==> src/rtl/pipeline_ctrl_pkg.sv <==
// Shared types and encodings for the pipeline hazard/forwarding controller.
// Scoreboard entries are packed vectors {valid, wr_en, dest, is_load}; helpers give field positions.
package pipeline_ctrl_pkg;

   typedef enum logic [1:0] {
      ST_RUN    = 2'd0,
      ST_DRAIN  = 2'd1,
      ST_HALTED = 2'd2
   } ctrl_state_e;

   // fwd_sel: 0 selects the register file, k+1 selects the result held in entry k
   localparam int FWD_SEL_RF         = 0;
   localparam int FWD_SEL_ENTRY_BASE = 1;

   localparam int SB_LOAD_BIT = 0;
   localparam int SB_DEST_LSB = 1;

   function automatic int sb_entry_w(input int reg_aw);
      return reg_aw + 3;
   endfunction

   function automatic int sb_dest_msb(input int reg_aw);
      return reg_aw;
   endfunction

   function automatic int sb_wr_bit(input int reg_aw);
      return reg_aw + 1;
   endfunction

   function automatic int sb_valid_bit(input int reg_aw);
      return reg_aw + 2;
   endfunction

   function automatic int fwd_sel_w(input int depth);
      return $clog2(depth + 1);
   endfunction

endpackage

==> src/rtl/operand_fwd_match.sv <==
// Priority-encodes the scoreboard for one source operand: youngest matching entry wins.
// Also flags a load-use hazard when that youngest match is a load not yet forwardable.
module operand_fwd_match
   import pipeline_ctrl_pkg::*;
#(
   parameter int REG_AW     = 3,
   parameter int DEPTH      = 3,
   parameter int LOAD_READY = 1,
   parameter int ZERO_REG   = 0,
   localparam int EW        = sb_entry_w(REG_AW),
   localparam int SW        = fwd_sel_w(DEPTH)
) (
   input  logic [DEPTH*EW-1:0] entries_i,
   input  logic [REG_AW-1:0]   src_i,
   input  logic                src_used_i,
   output logic [SW-1:0]       fwd_sel_o,
   output logic                load_haz_o
);

   localparam int VB = sb_valid_bit(REG_AW);
   localparam int WB = sb_wr_bit(REG_AW);
   localparam int DM = sb_dest_msb(REG_AW);

   logic          src_ok;
   logic [EW-1:0] ent;

   assign src_ok = src_used_i & ~((ZERO_REG != 0) && (src_i == '0));

   // Scan oldest to youngest so the last hit (smallest k) wins.
   always_comb begin
      fwd_sel_o  = SW'(FWD_SEL_RF);
      load_haz_o = 1'b0;
      ent        = '0;
      for (int k = DEPTH - 1; k >= 0; k--) begin
         ent = entries_i[k*EW +: EW];
         if (src_ok && ent[VB] && ent[WB] && (ent[DM:SB_DEST_LSB] == src_i)) begin
            fwd_sel_o  = SW'(k + FWD_SEL_ENTRY_BASE);
            load_haz_o = ent[SB_LOAD_BIT] && (k < LOAD_READY);
         end
      end
   end

endmodule

==> src/rtl/pipeline_hazard_ctrl.sv <==
// Hazard/forwarding controller: in-flight destination scoreboard, EX forward selects,
// load-use stall, branch flush, halt drain FSM and saturating stall/flush counters.
//
// state     | meaning
// ST_RUN    | normal issue; stalls only on load-use hazards
// ST_DRAIN  | HALT issued; fetch frozen while older work retires
// ST_HALTED | scoreboard empty; stays here until reset
module pipeline_hazard_ctrl
   import pipeline_ctrl_pkg::*;
#(
   parameter int REG_AW     = 3,
   parameter int DEPTH      = 3,
   parameter int LOAD_READY = 1,
   parameter int ZERO_REG   = 0,
   parameter int CNT_W      = 16,
   localparam int SW        = fwd_sel_w(DEPTH)
) (
   input  logic              clk,
   input  logic              rst,
   input  logic              id_valid,
   input  logic [REG_AW-1:0] id_src1,
   input  logic [REG_AW-1:0] id_src2,
   input  logic              id_src1_used,
   input  logic              id_src2_used,
   input  logic [REG_AW-1:0] id_dest,
   input  logic              id_wr_en,
   input  logic              id_is_load,
   input  logic              id_is_halt,
   input  logic              ex_branch_taken,
   output logic [SW-1:0]     fwd_sel_a,
   output logic [SW-1:0]     fwd_sel_b,
   output logic              stall,
   output logic              flush_if_id,
   output logic              bubble_id_ex,
   output logic              draining,
   output logic              halted,
   output logic [CNT_W-1:0]  stall_cnt,
   output logic [CNT_W-1:0]  flush_cnt
);

   localparam int EW = sb_entry_w(REG_AW);
   localparam int VB = sb_valid_bit(REG_AW);

   ctrl_state_e          state_q;
   logic                 draining_q;
   logic                 halted_q;
   logic [DEPTH*EW-1:0]  sb_q;
   logic [DEPTH*EW-1:0]  sb_d;
   logic [CNT_W-1:0]     stall_cnt_q;
   logic [CNT_W-1:0]     flush_cnt_q;

   logic haz_a;
   logic haz_b;
   logic in_run;
   logic load_use;
   logic issue;
   logic halt_go;
   logic sb_empty_d;

   operand_fwd_match #(
      .REG_AW     (REG_AW),
      .DEPTH      (DEPTH),
      .LOAD_READY (LOAD_READY),
      .ZERO_REG   (ZERO_REG)
   ) u_match_a (
      .entries_i  (sb_q),
      .src_i      (id_src1),
      .src_used_i (id_src1_used),
      .fwd_sel_o  (fwd_sel_a),
      .load_haz_o (haz_a)
   );

   operand_fwd_match #(
      .REG_AW     (REG_AW),
      .DEPTH      (DEPTH),
      .LOAD_READY (LOAD_READY),
      .ZERO_REG   (ZERO_REG)
   ) u_match_b (
      .entries_i  (sb_q),
      .src_i      (id_src2),
      .src_used_i (id_src2_used),
      .fwd_sel_o  (fwd_sel_b),
      .load_haz_o (haz_b)
   );

   // A taken branch squashes the stalled instruction, so flush overrides load-use.
   assign in_run       = (state_q == ST_RUN);
   assign load_use     = (haz_a | haz_b) & ~ex_branch_taken;
   assign stall        = ~in_run | load_use;
   assign flush_if_id  = ex_branch_taken;
   assign bubble_id_ex = stall | ex_branch_taken;
   assign issue        = id_valid & ~bubble_id_ex;

   // A stalled HALT is still waiting in ID and has not issued yet.
   assign halt_go = id_valid & id_is_halt & ~ex_branch_taken & ~load_use;

   always_comb begin
      sb_d = '0;
      if (issue) begin
         sb_d[EW-1:0] = {1'b1, id_wr_en, id_dest, id_is_load};
      end
      for (int i = 1; i < DEPTH; i++) begin
         sb_d[i*EW +: EW] = sb_q[(i-1)*EW +: EW];
      end
   end

   always_comb begin
      sb_empty_d = 1'b1;
      for (int i = 0; i < DEPTH; i++) begin
         if (sb_d[i*EW + VB]) begin
            sb_empty_d = 1'b0;
         end
      end
   end

   always_ff @(posedge clk or negedge rst) begin
      if (!rst) begin
         sb_q <= '0;
      end else begin
         sb_q <= sb_d;
      end
   end

   // Leave DRAIN on the edge that empties the scoreboard, so HALTED implies empty.
   always_ff @(posedge clk or negedge rst) begin
      if (!rst) begin
         state_q    <= ST_RUN;
         draining_q <= 1'b0;
         halted_q   <= 1'b0;
      end else begin
         case (state_q)
            ST_RUN: begin
               if (halt_go) begin
                  state_q    <= ST_DRAIN;
                  draining_q <= 1'b1;
               end
            end
            ST_DRAIN: begin
               if (sb_empty_d) begin
                  state_q    <= ST_HALTED;
                  draining_q <= 1'b0;
                  halted_q   <= 1'b1;
               end
            end
            ST_HALTED: begin
               state_q <= ST_HALTED;
            end
            default: begin
               state_q    <= ST_RUN;
               draining_q <= 1'b0;
               halted_q   <= 1'b0;
            end
         endcase
      end
   end

   always_ff @(posedge clk or negedge rst) begin
      if (!rst) begin
         stall_cnt_q <= '0;
         flush_cnt_q <= '0;
      end else begin
         if (in_run && load_use && (stall_cnt_q != '1)) begin
            stall_cnt_q <= stall_cnt_q + CNT_W'(1);
         end
         if (flush_if_id && (flush_cnt_q != '1)) begin
            flush_cnt_q <= flush_cnt_q + CNT_W'(1);
         end
      end
   end

   assign draining  = draining_q;
   assign halted    = halted_q;
   assign stall_cnt = stall_cnt_q;
   assign flush_cnt = flush_cnt_q;

endmodule

==> config.mk <==
export PLATFORM = sky130hd
export DESIGN_NAME = pipeline_hazard_ctrl
export DESIGN_NICKNAME = d
export VERILOG_FILES = /design/src/rtl/pipeline_ctrl_pkg.sv /design/src/rtl/operand_fwd_match.sv /design/src/rtl/pipeline_hazard_ctrl.sv
export SDC_FILE = /design/constraint.sdc
export NUM_CORES = 1
export LEC_CHECK = 0
export ABC_AREA = 1
export BUFFER_PORTS_ARGS = -buffer_cell sky130_fd_sc_hd__buf_2
export CAP_MARGIN = 20
export CORE_UTILIZATION = 39
export CTS_CLUSTER_DIAMETER = 100
export DETAILED_ROUTE_END_ITERATION = 8
export PLACE_DENSITY = 0.69
export SLEW_MARGIN = 5
export SYNTH_ARGS = -nofsm -noshare
export SYNTH_HDL_FRONTEND = slang
export SYNTH_SLANG_ARGS = --single-unit
==> constraint.sdc <==
create_clock -name clk -period 2.6 [get_ports clk]
set_clock_uncertainty 0.2 [all_clocks]
set_input_delay 0.52 -clock clk [delete_from_list [all_inputs] [get_ports clk]]
set_output_delay 0.52 -clock clk [all_outputs]
set_load 0.03 [all_outputs]
==> results_dict.tcl <==
set metrics [dict create \
    core.rowCount 30 \
    io_pins 59 \
    holdCritPathClass "in -> async" \
    grt_pass1_vias 2169 \
    grt_start_max_net_pins 28 \
    grt_pass1_wl_um 9780 \
    setup_viol 0 \
    critical_path.endpoint_type "output port" \
    post_drt_wl_per_cell_um 11.6 \
    ys_seq_area_share_pct 46.2 \
    core_area_sq_um 6870 \
    dr.pass1.iters 4 \
    dieArea_sq_um 7560 \
    max-cap-violations 0 \
    multiInputGateArea_sq_um 1270 \
    clock_sinks 52 \
    regArea_sq_um 1300 \
    finalInstanceArea_sq_um 3330 \
    wl_met2_um 2810 \
    cts_buffers 5 \
    wl_um 5860 \
    cp_max_fo 2 \
    maxSlewHeadroom_pct 58.2 \
    wl_met1_um 2730 \
    powerDensity_nw_per_um2 678 \
    initial_core_util_pct 41.0 \
    hold_viol 0 \
    grt_antenna_before_repair 0 \
    synth_seq_cells 52 \
    h-tree-depth 2 \
    syn-num-nets 371 \
    ant_nets 0 \
    yosys.area_share.simple_pct 27.0 \
    status "completed" \
    worstMarginPinSlew_ps 627 \
    fin_nets 433 \
    yosysWarnings 0 \
    dpl-instance-area_sq_um 3220 \
    post-route-period-util_pct 93.0 \
    synth_cells 348 \
    yosysUniqueCellTypes 28 \
    crit_arrival_ps 1700 \
    syn_area_sq_um 2810 \
    synth_fa_ha_area_share_pct 2.22 \
    timing.final.crit_period_ps 2420 \
    synth_compound_area_share_pct 3.51 \
    topRoutingLayerUsed "met4" \
    crit_path_start_kind "flip-flop" \
    drive_gt1_share_pct 20.0 \
    cts_tree "built" \
    place_congestion 0.853 \
    synthMuxAreaShare_pct 0 \
    die_w_um 86.9 \
    leakage_nw 1.74 \
    root_buffer "clkbuf_8" \
    finalSetupTns_ps 0 \
    ctsHoldBuffers 0 \
    power_mw 2.26 \
    vdd.ir_drop.worst_mv 0.211 \
    port_buffers 58 \
    synth_xor_area_share_pct 12.4 \
    clkTransAtPathRegs_ps 100 \
    place_hpwl_um 4530 \
    drv_slew 0 \
    syn_avg_cell_area_sq_um 8.09 \
    dieHeight_um 86.9 \
    rsz0062_at_grt "no" \
    cts_resized 0 \
    routed-wl-met3_um 244 \
    insertion_delay_ps 310 \
    grt_usage_pct 16.5 \
    overflow 0 \
    area_growth_pct 18.4 \
    criticalPathCategory "reg -> out" \
    worstPathRequired_ps 1880 \
    vias_per_cell 4.70 \
    first_iter_violations 61 \
    synth_top_family_by_area "simple AND/OR/NAND/NOR gates" \
    max_freq_mhz 413 \
    antenna_cells 0 \
    fill_cells 657 \
    drc 0 \
    cts_max_path_buffers 2 \
    post_cts_buffers 0 \
    num_vias 2381 \
]
## routing by layer
metal  GRT usage, %  up-vias
met4           4.85        0
met1           21.0     1113
met2           28.6       62
li1               -     1199
met3           2.94        7
met5              0        -
## cells by family after synthesis
family / after synthesis
buffers and inverters: 60
xor gates and xnor gates: 40
and+or+nand+nor: 173
AOI/OAI and AO/OA: 18
DFF: 52
adders and majority gates: 5
## area by class of cell
class / count / share of cell area [%]
clock inverter: 3 / 1.39
multi-input combinational: 236 / 38.2
tap: 96 / 3.60
timing repair buffer: 59 / 9.31
inverter: 56 / 6.38
clock buffer: 5 / 2.07
sequential: 52 / 39.1
## power breakdown
group | switching [mW] | internal [mW] | total [mW]
registers | 0.0968 | 0.919 | 1.02
clock network | 0.279 | 0.290 | 0.570
logic | 0.457 | 0.215 | 0.672
## worst paths after layout
| path | startpoint | endpoint | slack (ps) | cells after the start |
|---|---|---|---|---|
| setup / recovery | sb_q[15]$_DFF_PN0_ | fwd_sel_b[1] | 180 | 5 |
| hold / removal | rst | flush_cnt[7]$_DFFE_PN0P_ | 20 | 1 |
| setup reg to reg | stall_cnt[0]$_DFFE_PN0P_ | stall_cnt[5]$_DFFE_PN0P_ | 300 | 8 |
| hold reg to reg | sb_q[10]$_DFF_PN0_ | sb_q[16]$_DFF_PN0_ | 180 | 0 |
| max in group asynchronous | rst | sb_q[0]$_DFF_PN0_ | 1610 | 2 |
| min in group clk | sb_q[10]$_DFF_PN0_ | sb_q[16]$_DFF_PN0_ | 180 | 0 |
## cell usage in the layout, fill, tap and decap left out, types with 4 or more instances in the layout
master	n
ha_1	5
clkbuf_8	5
inv_2	5
nand2_1	92
nor3_1	14
xnor2_1	14
nor2_1	28
nor4_1	4
dfrtp_1	52
xor2_1	26
nand3_1	20
o21ai_1	11
buf_2	58
inv_1	50
nand4_1	7
## cells in the mapped netlist
| cell | instances | area, sq um |
|---|---|---|
| a21boi_0 | 2 | 15.0 |
| a21oi_1 | 2 | 10.0 |
| buf_2 | 1 | 5.00 |
| buf_4 | 1 | 7.51 |
| buf_6 | 1 | 11.3 |
| clkbuf_1 | 1 | 3.75 |
| dfrtp_1 | 52 | 1300 |
| ha_1 | 5 | 62.6 |
| inv_1 | 50 | 188 |
| inv_2 | 5 | 18.8 |
| inv_4 | 1 | 6.26 |
| nand2_1 | 92 | 345 |
| nand2_2 | 2 | 12.5 |
| nand2_4 | 1 | 11.3 |
| nand3_1 | 20 | 100 |
| nand3_2 | 1 | 10.0 |
| nand4_1 | 7 | 43.8 |
| nor2_1 | 28 | 105 |
| nor2_2 | 1 | 6.26 |
| nor2_4 | 1 | 11.3 |
| nor3_1 | 14 | 70.1 |
| nor3_2 | 2 | 20.0 |
| nor4_1 | 4 | 25.0 |
| o21ai_0 | 2 | 10.0 |
| o21ai_1 | 11 | 55.1 |
| o21ai_2 | 1 | 8.76 |
| xnor2_1 | 14 | 123 |
| xor2_1 | 26 | 228 |
## critical path, stage by stage, from the launching register on
cell      delay (ps)
dfrtp_1          410
xor2_1           150
nor4_1           360
nand2_1           90
a21boi_0         160
buf_2            220
## sequential cells by signal, summed over array words and instances (netlist names)
signal / count
state_q: 2
sb_q: 16
flush_cnt: 16
draining: 1
stall_cnt: 16
halted: 1
## through the flow
stage	hold WS [ps]	utilization, %	setup WS, ps	cells
floorplan	24.4	-	123	348
global placement	161	46.8	314	499
detailed placement	164	46.8	225	499
CTS	34.3	48.5	152	507
global route	53.9	48.5	25.1	507
finish	17.2	48.5	181	507
Power figures use the tool's default switching activity.
